## src/rtl/soc_pkg.sv

```systemverilog
// soc_pkg: owner encoding, default bus widths and the 2-way round-robin pick
// shared by the data-memory arbiter.
package soc_pkg;
   localparam int DEF_AW = 32;
   localparam int DEF_DW = 32;
   typedef enum logic [1:0] {IDLE = 2'd0, OWN0 = 2'd1, OWN1 = 2'd2} owner_t;
   // Returns 1 when master 1 should win; a tie goes to the master that was not last.
   function automatic logic rr_pick(input logic last, input logic r0, input logic r1);
      return (r0 & r1) ? ~last : r1;
   endfunction
endpackage

```

## src/rtl/dmem_arbiter.sv

```systemverilog
// dmem_arbiter: round-robin two-master arbiter for the single data-memory port,
// with per-tenure hold limit, ownership lock and a CPU stall indication.
import soc_pkg::*;
module dmem_arbiter #(
   parameter int MAX_HOLD = 8,
   parameter int AW = DEF_AW,
   parameter int DW = DEF_DW
) (
   input  logic          clk,
   input  logic          rst,
   input  logic          m0_req,
   input  logic          m0_we,
   input  logic [AW-1:0] m0_addr,
   input  logic [DW-1:0] m0_wdata,
   input  logic          m0_lock,
   output logic          m0_gnt,
   output logic          m0_stall,
   output logic [DW-1:0] m0_rdata,
   input  logic          m1_req,
   input  logic          m1_we,
   input  logic [AW-1:0] m1_addr,
   input  logic [DW-1:0] m1_wdata,
   input  logic          m1_lock,
   output logic          m1_gnt,
   output logic          m1_stall,
   output logic [DW-1:0] m1_rdata,
   output logic          s_ce,
   output logic          s_we,
   output logic [AW-1:0] s_addr,
   output logic [DW-1:0] s_wdata,
   input  logic [DW-1:0] s_rdata
);
   localparam logic [7:0] HOLD_LAST = 8'(MAX_HOLD - 1);
   owner_t owner, nextOwner;
   logic last, nextLast;
   logic [7:0] holdCnt, nextHold;
   always_ff @(posedge clk) begin
      if (rst) begin
         owner <= IDLE;
         last <= 1'b1;
         holdCnt <= '0;
      end else begin
         owner <= nextOwner;
         last <= nextLast;
         holdCnt <= nextHold;
      end
   end
   always_comb begin
      nextOwner = owner;
      nextLast = last;
      case (owner)
         IDLE: if (m0_req | m1_req) nextOwner = rr_pick(last, m0_req, m1_req) ? OWN1 : OWN0;
         OWN0: if (!m0_req || (m1_req && !m0_lock && holdCnt == HOLD_LAST)) begin
            nextOwner = m1_req ? OWN1 : IDLE;
            nextLast = 1'b0;
         end
         OWN1: if (!m1_req || (m0_req && !m1_lock && holdCnt == HOLD_LAST)) begin
            nextOwner = m0_req ? OWN0 : IDLE;
            nextLast = 1'b1;
         end
         default: nextOwner = IDLE;
      endcase
      // Staying in OWNx implies the owner transferred this cycle.
      nextHold = (nextOwner != owner || nextOwner == IDLE) ? 8'd0 :
                 (holdCnt == HOLD_LAST) ? holdCnt : holdCnt + 8'd1;
   end
   assign m0_gnt = (owner == OWN0);
   assign m1_gnt = (owner == OWN1);
   assign m0_stall = m0_req & ~m0_gnt;
   assign m1_stall = m1_req & ~m1_gnt;
   // A transfer coinciding with the reset edge is suppressed so it cannot write.
   assign s_ce = ~rst & (m0_gnt ? m0_req : m1_gnt ? m1_req : 1'b0);
   assign s_we = ~rst & (m0_gnt ? m0_req & m0_we : m1_gnt ? m1_req & m1_we : 1'b0);
   assign s_addr = m0_gnt ? m0_addr : m1_gnt ? m1_addr : '0;
   assign s_wdata = m0_gnt ? m0_wdata : m1_gnt ? m1_wdata : '0;
   assign m0_rdata = m0_gnt ? s_rdata : '0;
   assign m1_rdata = m1_gnt ? s_rdata : '0;
endmodule

```

## config.mk

```make
export PLATFORM = sky130hd
export DESIGN_NAME = dmem_arbiter
export DESIGN_NICKNAME = d
export VERILOG_FILES = /design/src/rtl/soc_pkg.sv /design/src/rtl/dmem_arbiter.sv
export SDC_FILE = /design/constraint.sdc
export NUM_CORES = 1
export LEC_CHECK = 0
export BUFFER_PORTS_ARGS = -buffer_cell sky130_fd_sc_hd__clkbuf_2
export CAP_MARGIN = 40
export CORE_AREA = 2 2 117 119
export DETAILED_ROUTE_END_ITERATION = 10
export DIE_AREA = 0 0 119 121
export GPL_TIMING_DRIVEN = 0
export PLACE_DENSITY = 0.49
export SLEW_MARGIN = 10
export SYNTH_ARGS = -nofsm -noshare
export SYNTH_HDL_FRONTEND = slang
export SYNTH_SLANG_ARGS = --single-unit
```

## constraint.sdc

```tcl
create_clock -name clk -period 2.44 [get_ports clk]
set_input_delay 0.366 -clock clk [delete_from_list [all_inputs] [get_ports clk]]
set_output_delay 0.366 -clock clk [all_outputs]
set_load 0.05 [all_outputs]
```

==> reports/metrics.cfg, run 1 <==
[routing]
viasPerCell = 4.31
drt-initial-drc-count = 65
drt-total-wl_mm = 12.0
vias = 3108
wl_per_cell_microns = 16.6
final_antenna_net_count = 0
remaining_drc_errors = 0
first_pass_iters = 4

[setup_path]
arrival_ns = 1.97
critPathRequiredTime_ns = 2.07
timing_worst_setup_path_type = flop to output pin
cp-start-kind = flop
critPathMaxFanout = 10
end_kind = output pin
rrSetupSlack_ns = 0.22

[placement]
dp_hpwl_mm = 10.4
dp_cells = 716
io_buffers = 300
gp_congestion = 0.809
place_area_sq_mm = 0.00378

[global_routing]
grt_max_degree = 11
use_met1 = 0.177
grt_usage = 0.149
first_global_vias = 3064
globalRouteMet3Util = 0.0385
grt.busiest_layer = met2
antenna_found_initial = 1
use_met2 = 0.272
grt_pass1_wl_mm = 17.1
gr-total-overflow = 0

[yosys]
avgSynthCellArea_sq_um = 7.72
synth_area_leaders = a22o_1, and2_1, dfxtp_1, clkbuf_1, ha_1
synth_area_sq_mm = 0.00185
synth_edf_count = 0
ys_top_cells_by_count = a22o_1, and2_1, clkbuf_1
ys.flop_type = dfxtp_1
synth.ff_latch_count = 11
yosys.cell_types.count = 41
synth_fp_nets = 413
yosys_warnings = 0
yosys.area.top_type = a22o_1
synth_top_area_frac = 0.303
postSynth.asyncResetShare = 0
synth_cells = 240
ys_seq_area_frac = 0.119

[clock_network]
clockBufferDepth = 2
clkTransAtPathRegs_ns = 0.04
clk_latency_ns = 0.24
cts-buffers-inserted = 3
cts_tree = built
cts-htree-levels = 1
clkSinkCount = 11
cts-root-buf = clkbuf_16

[timing]
rsz0062_at_grt = false
final_hold_viol_count = 0
skew_ns = 0.000891
setup-violations-final = 0
fin_setup_tns_ns = 0
slew_headroom = 0.647
period_needed_ns = 2.33
max_freq_mhz = 428
worst_pin_slew_ns = 0.529
drv_slew = 0
final.period_utilization = 0.957

[hold_path]
hold_path_class = input pin to flop

[power_and_ir_drop]
p_leak_nw = 2.29
powerDensity_mw_per_mm2 = 789
ir_worst_vdd_uv = 369

[finish]
seq_area_sq_um = 225
postLayoutCellArea_sq_mm = 0.00417
finalNetCount = 718
drive_gt1_frac = 0.746
fillers = 1415
area_growth_pct = 125
multiInputGateArea_sq_mm = 0.00172
instances_no_fill = 721

[die]
dieWidth_microns = 119
fp.coreArea_sq_mm = 0.0131
die_h_microns = 121
num_rows = 42
start_util = 0.142
die_area_sq_mm = 0.0144
pin_count = 302

[job]
cap_violations = 0

[outcome]
status = complete, no violations

[critical path, stage by stage (launching register included)]
cell and delay [ns]:
dfxtp_4 0.38, inv_2 0.07, ha_2 0.20, clkbuf_8 0.17
nor2b_2 0.16, buf_6 0.14, clkbuf_8 0.17, a22o_4 0.21
clkbuf_4 0.21
[kinds of logic (layout without fill, tap and decap cells)]
group,Yosys count,count (layout),synth area share
AO/OA/AOI/OAI,84,84,0.405
XOR/XNOR,7,7,0.0331
buffers and inverters,30,334,0.0649
multiplexers,2,2,0.0115
flip-flops,11,11,0.119
adder cells (fa/ha/maj),5,5,0.0338
AND/OR/NAND/NOR,101,101,0.332
other,0,1,0
[layout make-up]
class | instances | share of cell area
antenna | 1 | 0.000600
buffer | 24 | 0.0426
clock buffer | 4 | 0.0189
inverter | 5 | 0.00450
multi-input combinational | 199 | 0.412
sequential | 11 | 0.0540
tap | 176 | 0.0528
timing repair buffer | 301 | 0.415
[path summary, 6_finish.rpt]
| kind | startpoint | endpoint | depth (start not counted) |
|---|---|---|---|
| worst min register to register | holdCnt[1] | holdCnt[1] | 2 |
| worst max register to register | holdCnt[3] | holdCnt[3] | 6 |
| worst min-delay path | rst | owner[1] | 2 |
| worst max-delay path | owner[0] | s_wdata[12] | 8 |
[placed cells by master (no fill, tap or decap), types with 2 or more instances in the layout]
cell	instances
a22o_2	52
clkbuf_1	8
a21oi_1	3
clkbuf_2	243
clkbuf_4	23
buf_4	30
clkbuf_16	3
xnor2_1	2
nor2b_1	2
nand3_1	4
nand2_1	5
nor2_1	2
ha_1	3
o21ai_2	2
xor2_1	5
nand3b_1	4
and3_1	2
a31oi_4	2
inv_2	2
and2_1	64
a22o_4	12
clkbuf_8	13
buf_6	7
dfxtp_1	9
buf_2	2
nor3_1	8
inv_1	3
[timing repair]
action,in CTS,in global routing
hold buffers,0,0
buffers inserted,0,1
gates resized for setup,93,53
pin swaps,0,0
setup endpoints to repair,130,75
[flip-flops by register name, indices dropped and copies added (netlist names)]
signal	count
last	1
holdCnt	8
owner	2
[metal layers]
| layer | up-vias | part of all wire |
|---|---|---|
| met5 | - | 0 |
| met4 | 0 | 0.014 |
| met3 | 11 | 0.067 |
| met2 | 111 | 0.53 |
| met1 | 1482 | 0.39 |
| li1 | 1504 | - |
[stage by stage]
stage          utilization  hold slack, ns  setup slack (ns)  total power [mW]
2_1_floorplan            -           0.438           -0.0433              2.17
3_3_place_gp         0.289           0.531            -0.749              2.78
3_5_place_dp         0.289           0.555            -0.763              2.79
4_1_cts              0.315           0.434          -0.00413              3.27
5_1_grt              0.319           0.455           0.00507              3.43
6_report             0.319           0.430             0.105              3.29
[power breakdown]
part	internal, mW	total (mW)	leakage (nW)	switching, mW
combinational	0.900	2.77	2.16	1.87
sequential	0.201	0.222	0.0904	0.0209
clock	0.219	0.298	0.0382	0.0792
total	1.32	3.29	2.29	1.97
Note: power is estimated with default switching activity, not from simulation.
==> run 2, diff against run 1 <==
ABC_CLOCK_PERIOD_IN_PS = 2400   (was default)
PLACE_DENSITY = 0.54   (was 0.49)
clock period = 2.4 ns   (was 2.44 ns; I/O delays follow)
==> run 2 against run 1 <==
Clock-buffer cell count unchanged; sequential power up 2%; critical endpoint is now s_wdata[20]; worst hold slack worse by 0.013 ns; sequential share of layout area is essentially flat; critical path type unchanged; core utilization is 0.28 points higher.
==> reports/metrics.cfg, run 2 (synthesized netlist as in run 1, its figures left out) <==
[global_routing]
grt_max_degree = 11  ; unchanged
grt.busiest_layer = met2
grt_pass1_wl_mm = 17.0  ; -0.57%
antenna_found_initial = 0  ; -1
gr-total-overflow = 0  ; unchanged
use_met1 = 0.183  ; +0.00547
first_global_vias = 3046  ; -0.59%
use_met2 = 0.259  ; -0.0129
grt_usage = 0.147  ; -0.00258
globalRouteMet3Util = 0.0348  ; -0.00376

[setup_path]
arrival_ns = 1.95  ; -0.02 ns
critPathMaxFanout = 10  ; unchanged
critPathRequiredTime_ns = 2.04  ; -0.03 ns
end_kind = output pin
cp-start-kind = flop
timing_worst_setup_path_type = flop to output pin

[routing]
drt-total-wl_mm = 11.7  ; -1.9%
first_pass_iters = 4  ; unchanged
drt-initial-drc-count = 136  ; +110%
vias = 3129  ; +0.68%
viasPerCell = 4.35  ; +0.82%
wl_per_cell_microns = 16.3  ; -1.8%
remaining_drc_errors = 0  ; unchanged
final_antenna_net_count = 0  ; unchanged

[clock_network]
cts-root-buf = clkbuf_16
clkSinkCount = 11  ; unchanged
clkTransAtPathRegs_ns = 0.04  ; about the same
clockBufferDepth = 2  ; unchanged
cts-buffers-inserted = 3  ; unchanged
clk_latency_ns = 0.24  ; about the same
cts-hold-fix-buffers = 0  ; unchanged
cts-htree-levels = 1  ; unchanged
cts_tree = built

[die]
die_h_microns = 121  ; unchanged
dieWidth_microns = 119  ; unchanged
start_util = 0.142  ; unchanged
num_rows = 42  ; unchanged
fp.coreArea_sq_mm = 0.0131  ; unchanged
pin_count = 302  ; unchanged
die_area_sq_mm = 0.0144  ; unchanged

[finish]
finalNetCount = 718  ; unchanged
top_regs = holdCnt x8, owner x2, last x1
area_growth_pct = 127
drive_gt1_frac = 0.754  ; +0.00735
postLayoutCellArea_sq_mm = 0.00421  ; +0.87%
mostFrequentLayoutCells = clkbuf_2, and2_1, a22o_2, buf_4, clkbuf_4
num_antenna_cells = 0  ; -1
final_common_cell = clkbuf_2
regMostFlops = holdCnt
largest_reg_flops = 8  ; unchanged

[placement]
io_buffers = 300  ; unchanged
place_area_sq_mm = 0.00378  ; about the same
place_ws_ns = -0.849  ; -0.0859 ns
gp_congestion = 0.829  ; +2.4%
dp_hpwl_mm = 10.2  ; -2.7%

[power_and_ir_drop]
powerDensity_mw_per_mm2 = 801  ; +1.6%
p_clk_frac = 0.090  ; about the same
total_power_mw = 3.37  ; +2.5%
power.internal_mw = 1.36  ; +3.3%
ir_worst_vdd_uv = 340  ; -7.9%
seq_power_share = 0.067  ; about the same
p_leak_nw = 2.30  ; +0.61%
p_sw_mw = 2.01  ; +1.9%
pwr-share-comb = 0.843  ; about the same
swShare = 0.596  ; -0.00315

[timing]
rsz0062_at_grt = false
worst_pin_slew_ns = 0.466  ; -0.0637 ns
skew_ns = 0.00392  ; +0.00302 ns
drv_slew = 0  ; unchanged
period_needed_ns = 2.31
slew_headroom = 0.690  ; +0.0425
final.period_utilization = 0.964
finalWorstSetupSlack_ns = 0.0871  ; -0.0183 ns
final_hold_viol_count = 0  ; unchanged
max_freq_mhz = 432
setup-violations-final = 0  ; unchanged

[outcome]
status = complete, no violations

[hold_path]
hold_path_class = input pin to flop

[job]
cap_violations = 0  ; unchanged

[run 2: cell count changes in the layout (fill, tap and decap cells not counted), moves of 3 or more]
cell	before	now
buf_4	30	25
buf_6	7	12
and2_1	64	61
and2_2	0	3
[run 2: what timing repair did]
| action | CTS | global route |
|---|---|---|
| resized for setup | 100 | 52 |
| endpoints found under the setup margin | 129 | 70 |
| cloned | 0 | 1 |
| buffers inserted | 0 | 0 |
| hold endpoints to repair | 0 | 0 |
| pin swaps | 0 | 0 |
[run 2: final timing paths]
kind / startpoint / endpoint / slack (ns) / depth (start not counted)
worst max register to register: holdCnt[3] / holdCnt[7] / 0.27 / 7
worst min register to register: holdCnt[0] / holdCnt[0] / 0.56 / 2
worst max-delay path: owner[0] / s_wdata[20] / 0.09 / 8
worst min-delay path: rst / owner[0] / 0.42 / 2
[run 2: area by class of cell]
cell class	count	area [sq um]
plain buffers	24	190
multi-input cells	199	1730
inverters	5	21.3
flip-flops and latches	11	225
repair buffers	301	1750
clock buffers	4	78.8
well taps	176	220
fillers	1407	8870
[run 2: metrics by stage]
| step | TNS (ns) | utilization | hold slack (ns) | instances |
|---|---|---|---|---|
| final | 0 | 0.322 | 0.417 | 720 |
| after global routing | 0 | 0.322 | 0.439 | 720 |
| after CTS | 0 | 0.317 | 0.421 | 719 |
| after detailed placement | -53.66 | 0.289 | 0.550 | 716 |
| after global placement | -57.63 | 0.289 | 0.529 | 716 |
| after floorplan | -3.43 | - | 0.432 | 240 |
[run 2: per-layer routing]
layer  part of all wire  wire length [microns]
met3              0.074                    870
met1               0.41                   4770
met5                  0                      0
met4             0.0079                     93
met2               0.51                   6000
[run 2: power by group through the flow]
stage	Sequential, mW	Clock [mW]	Combinational (mW)
after floorplan	0.220	0	1.99
after global placement	0.224	0	2.59
after detailed placement	0.225	0	2.60
after CTS	0.224	0.316	2.79
after global routing	0.231	0.322	2.98
final	0.226	0.305	2.84
[run 2: worst max-delay path: stages (launching register included)]
cell and delay (ns):
dfxtp_4 0.36, inv_4 0.08, ha_2 0.20, clkbuf_8 0.18
nor2b_4 0.18, clkbuf_8 0.18, clkbuf_8 0.17, a22o_2 0.13
clkbuf_4 0.23
